<file path="src/rtl/regfile_sequencer.sv">
// rtl/regfile_sequencer.sv - program sequencer that fetches 16 instructions and drives register-file/ALU control
module regfile_sequencer (
  input  logic        Clk,
  input  logic        RESET_n,
  input  logic        Start,
  input  logic        Abort,
  input  logic        Step,
  output logic [3:0]  Instr_Addr,
  input  logic [28:0] Instr_Data,
  input  logic [4:0]  Flags,
  output logic [3:0]  Reg_Read_A,
  output logic [3:0]  Reg_Read_B,
  output logic [3:0]  Reg_Write,
  output logic [15:0] OpCode,
  output logic        CarryIn,
  output logic        Write_Enable,
  output logic        Busy,
  output logic        Done
);

  typedef enum logic [2:0] {
    ST_IDLE  = 3'd0,
    ST_FETCH = 3'd1,
    ST_EXEC  = 3'd2,
    ST_WRITE = 3'd3,
    ST_DONE  = 3'd4
  } state_t;

  state_t      state;
  state_t      state_nxt;
  logic [3:0]  pc;
  logic [27:0] instr_reg;
  logic        carry_reg;
  logic        halt_bit;
  logic        unused_flags;

  assign halt_bit     = Instr_Data[28];
  assign unused_flags = ^Flags[4:1];

  always_ff @(posedge Clk or negedge RESET_n) begin
    if (!RESET_n) begin
      state <= ST_IDLE;
    end else begin
      state <= state_nxt;
    end
  end

  always_comb begin
    state_nxt = state;
    if (Abort) begin
      state_nxt = ST_IDLE;
    end else begin
      case (state)
        ST_IDLE, ST_DONE: if (Start) state_nxt = ST_FETCH;
        ST_FETCH: begin
          if (Step) state_nxt = halt_bit ? ST_DONE : ST_EXEC;
        end
        ST_EXEC:  state_nxt = ST_WRITE;
        ST_WRITE: state_nxt = (pc == 4'd15) ? ST_DONE : ST_FETCH;
        default:  state_nxt = ST_IDLE;
      endcase
    end
  end

  // PC wraps to 0 after the last slot; the state machine, not the PC, stops the run.
  always_ff @(posedge Clk or negedge RESET_n) begin
    if (!RESET_n) begin
      pc        <= 4'd0;
      instr_reg <= 28'd0;
      carry_reg <= 1'b0;
    end else if (Abort) begin
      pc        <= 4'd0;
      carry_reg <= 1'b0;
    end else begin
      case (state)
        ST_IDLE, ST_DONE: if (Start) pc <= 4'd0;
        ST_FETCH: begin
          if (Step && !halt_bit) instr_reg <= Instr_Data[27:0];
        end
        ST_WRITE: begin
          pc        <= pc + 4'd1;
          carry_reg <= Flags[0];
        end
        default: ;
      endcase
    end
  end

  always_comb begin
    Write_Enable = 1'b0;
    Busy         = 1'b0;
    Done         = 1'b0;
    case (state)
      ST_FETCH: Busy = 1'b1;
      ST_EXEC:  Busy = 1'b1;
      ST_WRITE: begin
        Busy         = 1'b1;
        Write_Enable = 1'b1;
      end
      ST_DONE:  Done = 1'b1;
      default: ;
    endcase
  end

  // Addresses and opcode come straight from the instruction register, which only
  // changes on a fetch, so they naturally hold between instructions.
  assign Instr_Addr = pc;
  assign Reg_Write  = instr_reg[27:24];
  assign Reg_Read_A = instr_reg[23:20];
  assign Reg_Read_B = instr_reg[19:16];
  assign OpCode     = instr_reg[15:0];
  assign CarryIn    = carry_reg;

endmodule

</file>
<file path="config.mk">
export PLATFORM = sky130hd
export DESIGN_NAME = regfile_sequencer
export DESIGN_NICKNAME = d
export VERILOG_FILES = /design/src/rtl/regfile_sequencer.sv
export SDC_FILE = /design/constraint.sdc
export NUM_CORES = 1
export LEC_CHECK = 0
export BUFFER_PORTS_ARGS = -buffer_cell sky130_fd_sc_hd__buf_2
export CAP_MARGIN = 20
export CORE_MARGIN = 2
export CORE_UTILIZATION = 41
export CTS_BUF_LIST = sky130_fd_sc_hd__clkbuf_4 sky130_fd_sc_hd__clkbuf_8 sky130_fd_sc_hd__clkbuf_16
export CTS_CLUSTER_SIZE = 24
export DETAILED_ROUTE_END_ITERATION = 12
export GPL_ROUTABILITY_DRIVEN = 0
export PLACE_DENSITY_LB_ADDON = 0.12
export SLEW_MARGIN = 20
export SYNTH_ARGS = -nofsm -noshare
export SYNTH_HDL_FRONTEND = slang
export SYNTH_SLANG_ARGS = --single-unit
</file>
<file path="constraint.sdc">
create_clock -name Clk -period 2.2 [get_ports Clk]
set_clock_uncertainty 0.1 [all_clocks]
set_input_delay 0.22 -clock Clk [delete_from_list [all_inputs] [get_ports Clk]]
set_output_delay 0.22 -clock Clk [all_outputs]
set_load 0.03 [all_outputs]
</file>
==> results.tsv, run 1 <==
stage	metric	value	unit
status	outcome	finished, final reports clean	
sta	period_needed	2.08	ns
yosys	syn_inst	113	
clock_tree	cts.path.max_buffers	2	
job	drv_cap	0	
routing	avgViaCountPerCell	4.80	
clock_tree	clock_latency	0.28	ns
placement	pre_cts_slack	0.121	ns
routing	finalWirelength	3290	microns
sta	finalHoldViolCount	0	
sta	rsz0062_at_grt	false	
placement	port_buffers	70	
die	die-area	0.00448	sq mm
setup_path	path_max_fanout	16	
clock_tree	cts_buffers	5	
clock_tree	cts_setup_buffers	0	
sta	fin_crit_sh	0.945	
clock_tree	ctsResizeCount	0	
yosys	synth_cell_type_count	29	
placement	dp_hpwl	2420	microns
placement	place_inst	231	
clock_tree	cts.htree.levels	2	
yosys	synth_top_area_frac	0.554	
final_layout	final_cells	240	
routing	dr.pass1.iters	4	
die	die_w	67.0	microns
final_layout	syn2layout_area_growth	31.2	%
routing	vias	1152	
final_layout	final_cell_mix	buf_2 (70), dfrtp_1 (36), mux2_4 (20)	
final_layout	drive_above_1_share	0.589	
sta	setup_viol	0	
clock_tree	cts_hold_buf	1	
clock_tree	clk_pin_slew	0.07	ns
final_layout	final_common_cell	buf_2	
die	core	0.00374	sq mm
final_layout	largest_register_ffs	28	
final_layout	multi_input_area	643	sq um
yosys	synthesis.area	0.00163	sq mm
yosys	ys_ff_latch	36	
grt	grt_pass1_vias	1066	
worst_hold_path	hold_path_class	input port to flip-flop	
yosys	syn_area_per_cell	14.4	sq um
setup_path	cp-start-kind	flip-flop	
routing	postRouteAntennaNets	0	
setup_path	criticalPathCategory	flip-flop to flip-flop	
setup_path	crit_required	2.27	ns
routing	drcViolationCount	0	
setup_path	r2r_slack	0.12	ns
sta	max_freq	481	MHz
routing	drtIter0Drc	79	
final_layout	nets	231	
power_and_ir_drop	power_density	1370	mW/mm^2
power_and_ir_drop	p_total	0.00292	W
grt	grt_usage	0.154	
final_layout	fillerInstances	340	
power_and_ir_drop	ir_worst_vdd	415	uV
yosys	yosysWarnings	0	
die	start_util	0.434	
yosys	synth_area_leaders	dfrtp_1 (55%), mux2_4 (18%), mux2_2 (5.5%)	
power_and_ir_drop	p_leak	1.16	nW
grt	grt_pass1_wl	4990	microns
yosys	yosys.area.top_type	dfrtp_1	
grt	antenna_found_initial	0	
grt	grt_max_degree	37	
yosys	syn_nets	153	
setup_path	cp_data_arrival_time	2.14	ns
final_layout	seqCellArea	901	sq um
routing	wl_per_cell	13.7	microns
sta	finalSetupTns	0	ns
die	io_pins	75	
sta	slew_headroom	0.476	
sta	drv_slew	0	
grt	grt_overflow_total	0	
yosys	ys_seq_area_frac	0.554	
clock_tree	clockRootBuffer	clkbuf_8	
clock_tree	cts_tree	done	
sta	post-route-worst-setup-slack	0.122	ns
final_layout	insertedDiodeCount	0	
clock_tree	cts.sinks	36	
sta	worstMarginPinSlew	0.785	ns
setup_path	crit_path_end_kind	flip-flop	
die	num_rows	22	
die	die_height	67.0	microns
==> report_power, final <==
group	leakage, nW	total, W	switching, W	internal [W]
clock	0.0586	0.000563	0.000215	0.000348
sequential	0.455	0.00104	0.000125	0.000917
combinational	0.646	0.00131	0.000784	0.000530
total	1.16	0.00292	0.00112	0.00180
==> logic make-up (layout without fill, tap and decap cells) <==
| kind of cell | count (synthesis) | after routing | share of synthesized area |
|---|---|---|---|
| DFF | 36 | 36 | 0.554 |
| muxes | 28 | 28 | 0.240 |
| and+or+nand+nor | 25 | 25 | 0.0916 |
| adders and majority gates | 1 | 1 | 0.00770 |
| buffers and inverters | 9 | 88 | 0.0500 |
| AOI/OAI and AO/OA | 14 | 14 | 0.0562 |
==> cell usage after synthesis, drive strengths merged <==
library cell and count:
mux2 28, a21o 1, o22ai 1, o2bb2ai 1
or3 1, a21oi 5, clkbuf 2, inv 3
nand2 3, buf 4, o21ai 1, or3b 2
nor4bb 1, a31oi 2, o211ai 1, a2bb2oi 1
nor3b 2, nand3 4, dfrtp 36, or4b 1
nor3 3, o2bb2a 1, nor2 4, nand2b 1
ha 1, nand3b 3
==> cell type report <==
type                    instances  share of cell area
well taps                      48              0.0282
multi-input cells              68               0.302
flip-flops and latches         36               0.423
repair buffers                 77               0.190
clock inverters                 2              0.0164
inverters                       3             0.00528
clock buffers                   6              0.0358
==> per-stage QoR <==
| stage | utilization | hold slack (ns) | area [sq um] |
|---|---|---|---|
| floorplan | - | -0.176 | 1630 |
| global placement | 0.537 | 0.237 | 2010 |
| detailed placement | 0.537 | 0.244 | 2010 |
| CTS | 0.570 | 0.0548 | 2130 |
| global route | 0.570 | 0.0536 | 2130 |
| finish | 0.570 | 0.0669 | 2130 |
==> layer usage <==
layer | up-vias | part of all wire | global-route usage
li1 | 556 | - | -
met1 | 558 | 0.43 | 0.189
met2 | 36 | 0.49 | 0.246
met3 | 2 | 0.074 | 0.0557
met4 | 0 | 0.0052 | 0.0612
met5 | - | 0 | 0
==> path summary, 6_finish.rpt <==
kind,to,from,cells past startpoint
max,instr_reg[18],state[1],4
min,state[0],Step,2
max reg2reg,instr_reg[18],state[1],4
min reg2reg,instr_reg[1],instr_reg[1],1
max in group asynchronous,state[2],RESET_n,2
min in group asynchronous,instr_reg[19],RESET_n,2
==> critical path, cell delays in order (launching register included) <==
cell and delay (ns):
dfrtp_1 0.37, or4b_1 0.54, or3b_1 0.38, buf_4 0.24, mux2_4 0.33
Note: power is estimated with default switching activity, not from simulation.
==> run 2, diff against run 1 <==
Settings changed: CAP_MARGIN 20 to 10, CORE_UTILIZATION 41 to 46.
Clock period 2.2 ns to 2.19 ns, I/O delays scaled along.
==> run 2 against run 1 <==
Setup slack lost 0.0060 ns. Critical endpoint is now instr_reg[26]. Combinational power increased by 3%. Maximum frequency grew 0.19%. Die area fell by 10%. Final cell count grew 9.6%. Critical path type unchanged.
==> results.tsv, run 2 (synthesis results as in run 1) <==
stage	metric	value	unit
final_layout	final_cells	263	
sta	fin_crit_sh	0.947	
grt	antenna_found_initial	0	
clock_tree	cts.path.max_buffers	2	
clock_tree	clock_latency	0.33	ns
status	outcome	finished, final reports clean	
setup_path	cp-start-kind	flip-flop	
sta	setup_viol	0	
setup_path	path_max_fanout	28	
sta	finalSetupTns	0	ns
grt	grt-busiest-layer	met2	
setup_path	criticalPathCategory	flip-flop to flip-flop	
sta	rsz0062_at_grt	false	
die	die_w	63.4	microns
routing	finalWirelength	3490	microns
grt	grt_util_met1	0.197	
setup_path	cp_slowest_stage_delay	0.54	ns
die	die-area	0.00402	sq mm
routing	wl_per_cell	13.3	microns
clock_tree	cts.htree.levels	2	
power_and_ir_drop	power_density	1180	mW/mm^2
grt	grt_max_degree	37	
grt	use_met2	0.304	
grt	grt_pass1_wl	5330	microns
setup_path	cp_data_arrival_time	2.19	ns
grt	grt_pass1_vias	1173	
final_layout	drive_above_1_share	0.516	
worst_hold_path	hold_path_class	input port to flip-flop	
setup_path	crit_buf_inv	1	
placement	port_buffers	70	
clock_tree	cts_tree	done	
job	drv_cap	0	
clock_tree	cts.sinks	36	
routing	vias	1272	
routing	drcViolationCount	0	
power_and_ir_drop	ir_worst_vdd	647	uV
setup_path	crit_required	2.31	ns
sta	slew_headroom	0.482	
setup_path	cp_slowest_cell	or4b_1	
setup_path	r2r_slack	0.12	ns
grt	met3_usage	0.0589	
die	core	0.00336	sq mm
final_layout	syn2layout_area_growth	44.6	%
grt	grt_overflow_total	0	
clock_tree	cts_buffers	5	
clock_tree	clk_pin_slew	0.10	ns
routing	postRouteAntennaNets	0	
placement	dp_hpwl	2210	microns
grt	grt_usage	0.174	
die	die_height	63.4	microns
die	num_rows	21	
sta	worstMarginPinSlew	0.776	ns
final_layout	final_common_cell	buf_2	
die	start_util	0.483	
routing	avgViaCountPerCell	4.84	
power_and_ir_drop	p_leak	1.25	nW
sta	finalHoldViolCount	0	
sta	max_freq	482	MHz
clock_tree	clockRootBuffer	clkbuf_4	
sta	period_needed	2.07	ns
sta	drv_slew	0	
routing	drtIter0Drc	34	
final_layout	fillerInstances	267	
setup_path	crit_chain	or4b_1, or3b_1, buf_12, mux2_4	
placement	place_inst	228	
final_layout	nets	256	
setup_path	critPathTopFamily	simple AND/OR/NAND/NOR gates	
setup_path	crit_path_end_kind	flip-flop	
final_layout	final_cell_mix	buf_2 (70), dfrtp_1 (36), dlygate4sd3_1 (27)	
final_layout	insertedDiodeCount	0	
clock_tree	cts_setup_buffers	0	
routing	dr.pass1.iters	5	
final_layout	largest_register_ffs	28	
die	io_pins	75	
## run 2: changes by cell type in the layout (fill, tap and decap cells not counted), sizes merged
cell | before | now
bufinv | 1 | 0
buf | 76 | 75
clkbuf | 6 | 7
clkinvlp | 0 | 1
clkinv | 1 | 0
dlygate4sd3 | 1 | 27
## run 2: through the flow
| stage | hold WS, ns | setup WS [ns] | power [W] | utilization | area (sq um) |
|---|---|---|---|---|---|
| 3_3_place_gp | 0.230 | 0.150 | 0.00235 | 0.599 | 2010 |
| 3_5_place_dp | 0.241 | 0.124 | 0.00237 | 0.599 | 2010 |
| 2_1_floorplan | -0.177 | 0.120 | 0.00200 | - | 1630 |
| 5_1_grt | 0.000643 | 0.0921 | 0.00293 | 0.699 | 2350 |
| 6_report | 0.0203 | 0.116 | 0.00278 | 0.699 | 2350 |
| 4_1_cts | 0.000167 | 0.107 | 0.00279 | 0.672 | 2260 |
## run 2: repair_timing
| item | in CTS | in global routing |
|---|---|---|
| resized for setup | 0 | 0 |
| endpoints found under the hold margin | 53 | 9 |
| hold buffers | 18 | 9 |
## run 2: cell type report
type	count	area (sq um)	share of cell area
Multi-Input combinational cell	68	643	0.274
Inverter	3	11.3	0.00479
Timing Repair Buffer	102	671	0.285
Tap cell	46	57.6	0.0245
Clock inverter	1	7.51	0.00319
Sequential cell	36	901	0.383
Clock buffer	7	58.8	0.0250
## run 2: final timing paths
path / from / to / cells past startpoint
worst min-delay path: Instr_Data[5] / instr_reg[5] / 2
worst max-delay path: state[1] / instr_reg[26] / 4
worst min register to register: instr_reg[3] / instr_reg[3] / 1
max in group asynchronous: RESET_n / instr_reg[4] / 2
min in group asynchronous: RESET_n / instr_reg[19] / 2
worst max register to register: state[1] / instr_reg[26] / 4
## run 2: worst reg2reg max path, stage by stage, from the launching register on
cell and delay [ns]:
dfrtp_1 0.38, or4b_1 0.54, or3b_1 0.41, buf_12 0.20, mux2_4 0.33
## run 2: routing by layer
metal	share of wire	up-vias
met5	0	-
met1	0.42	610
met2	0.51	44
met4	0.014	0
li1	-	611
met3	0.062	7
## run 2: where the power goes
group / internal (W) / leakage, nW / switching [W]
Clock: 0.000170 / 0.0349 / 0.000210
Sequential: 0.000919 / 0.455 / 0.000130
Combinational: 0.000564 / 0.757 / 0.000788
Total: 0.00165 / 1.25 / 0.00113
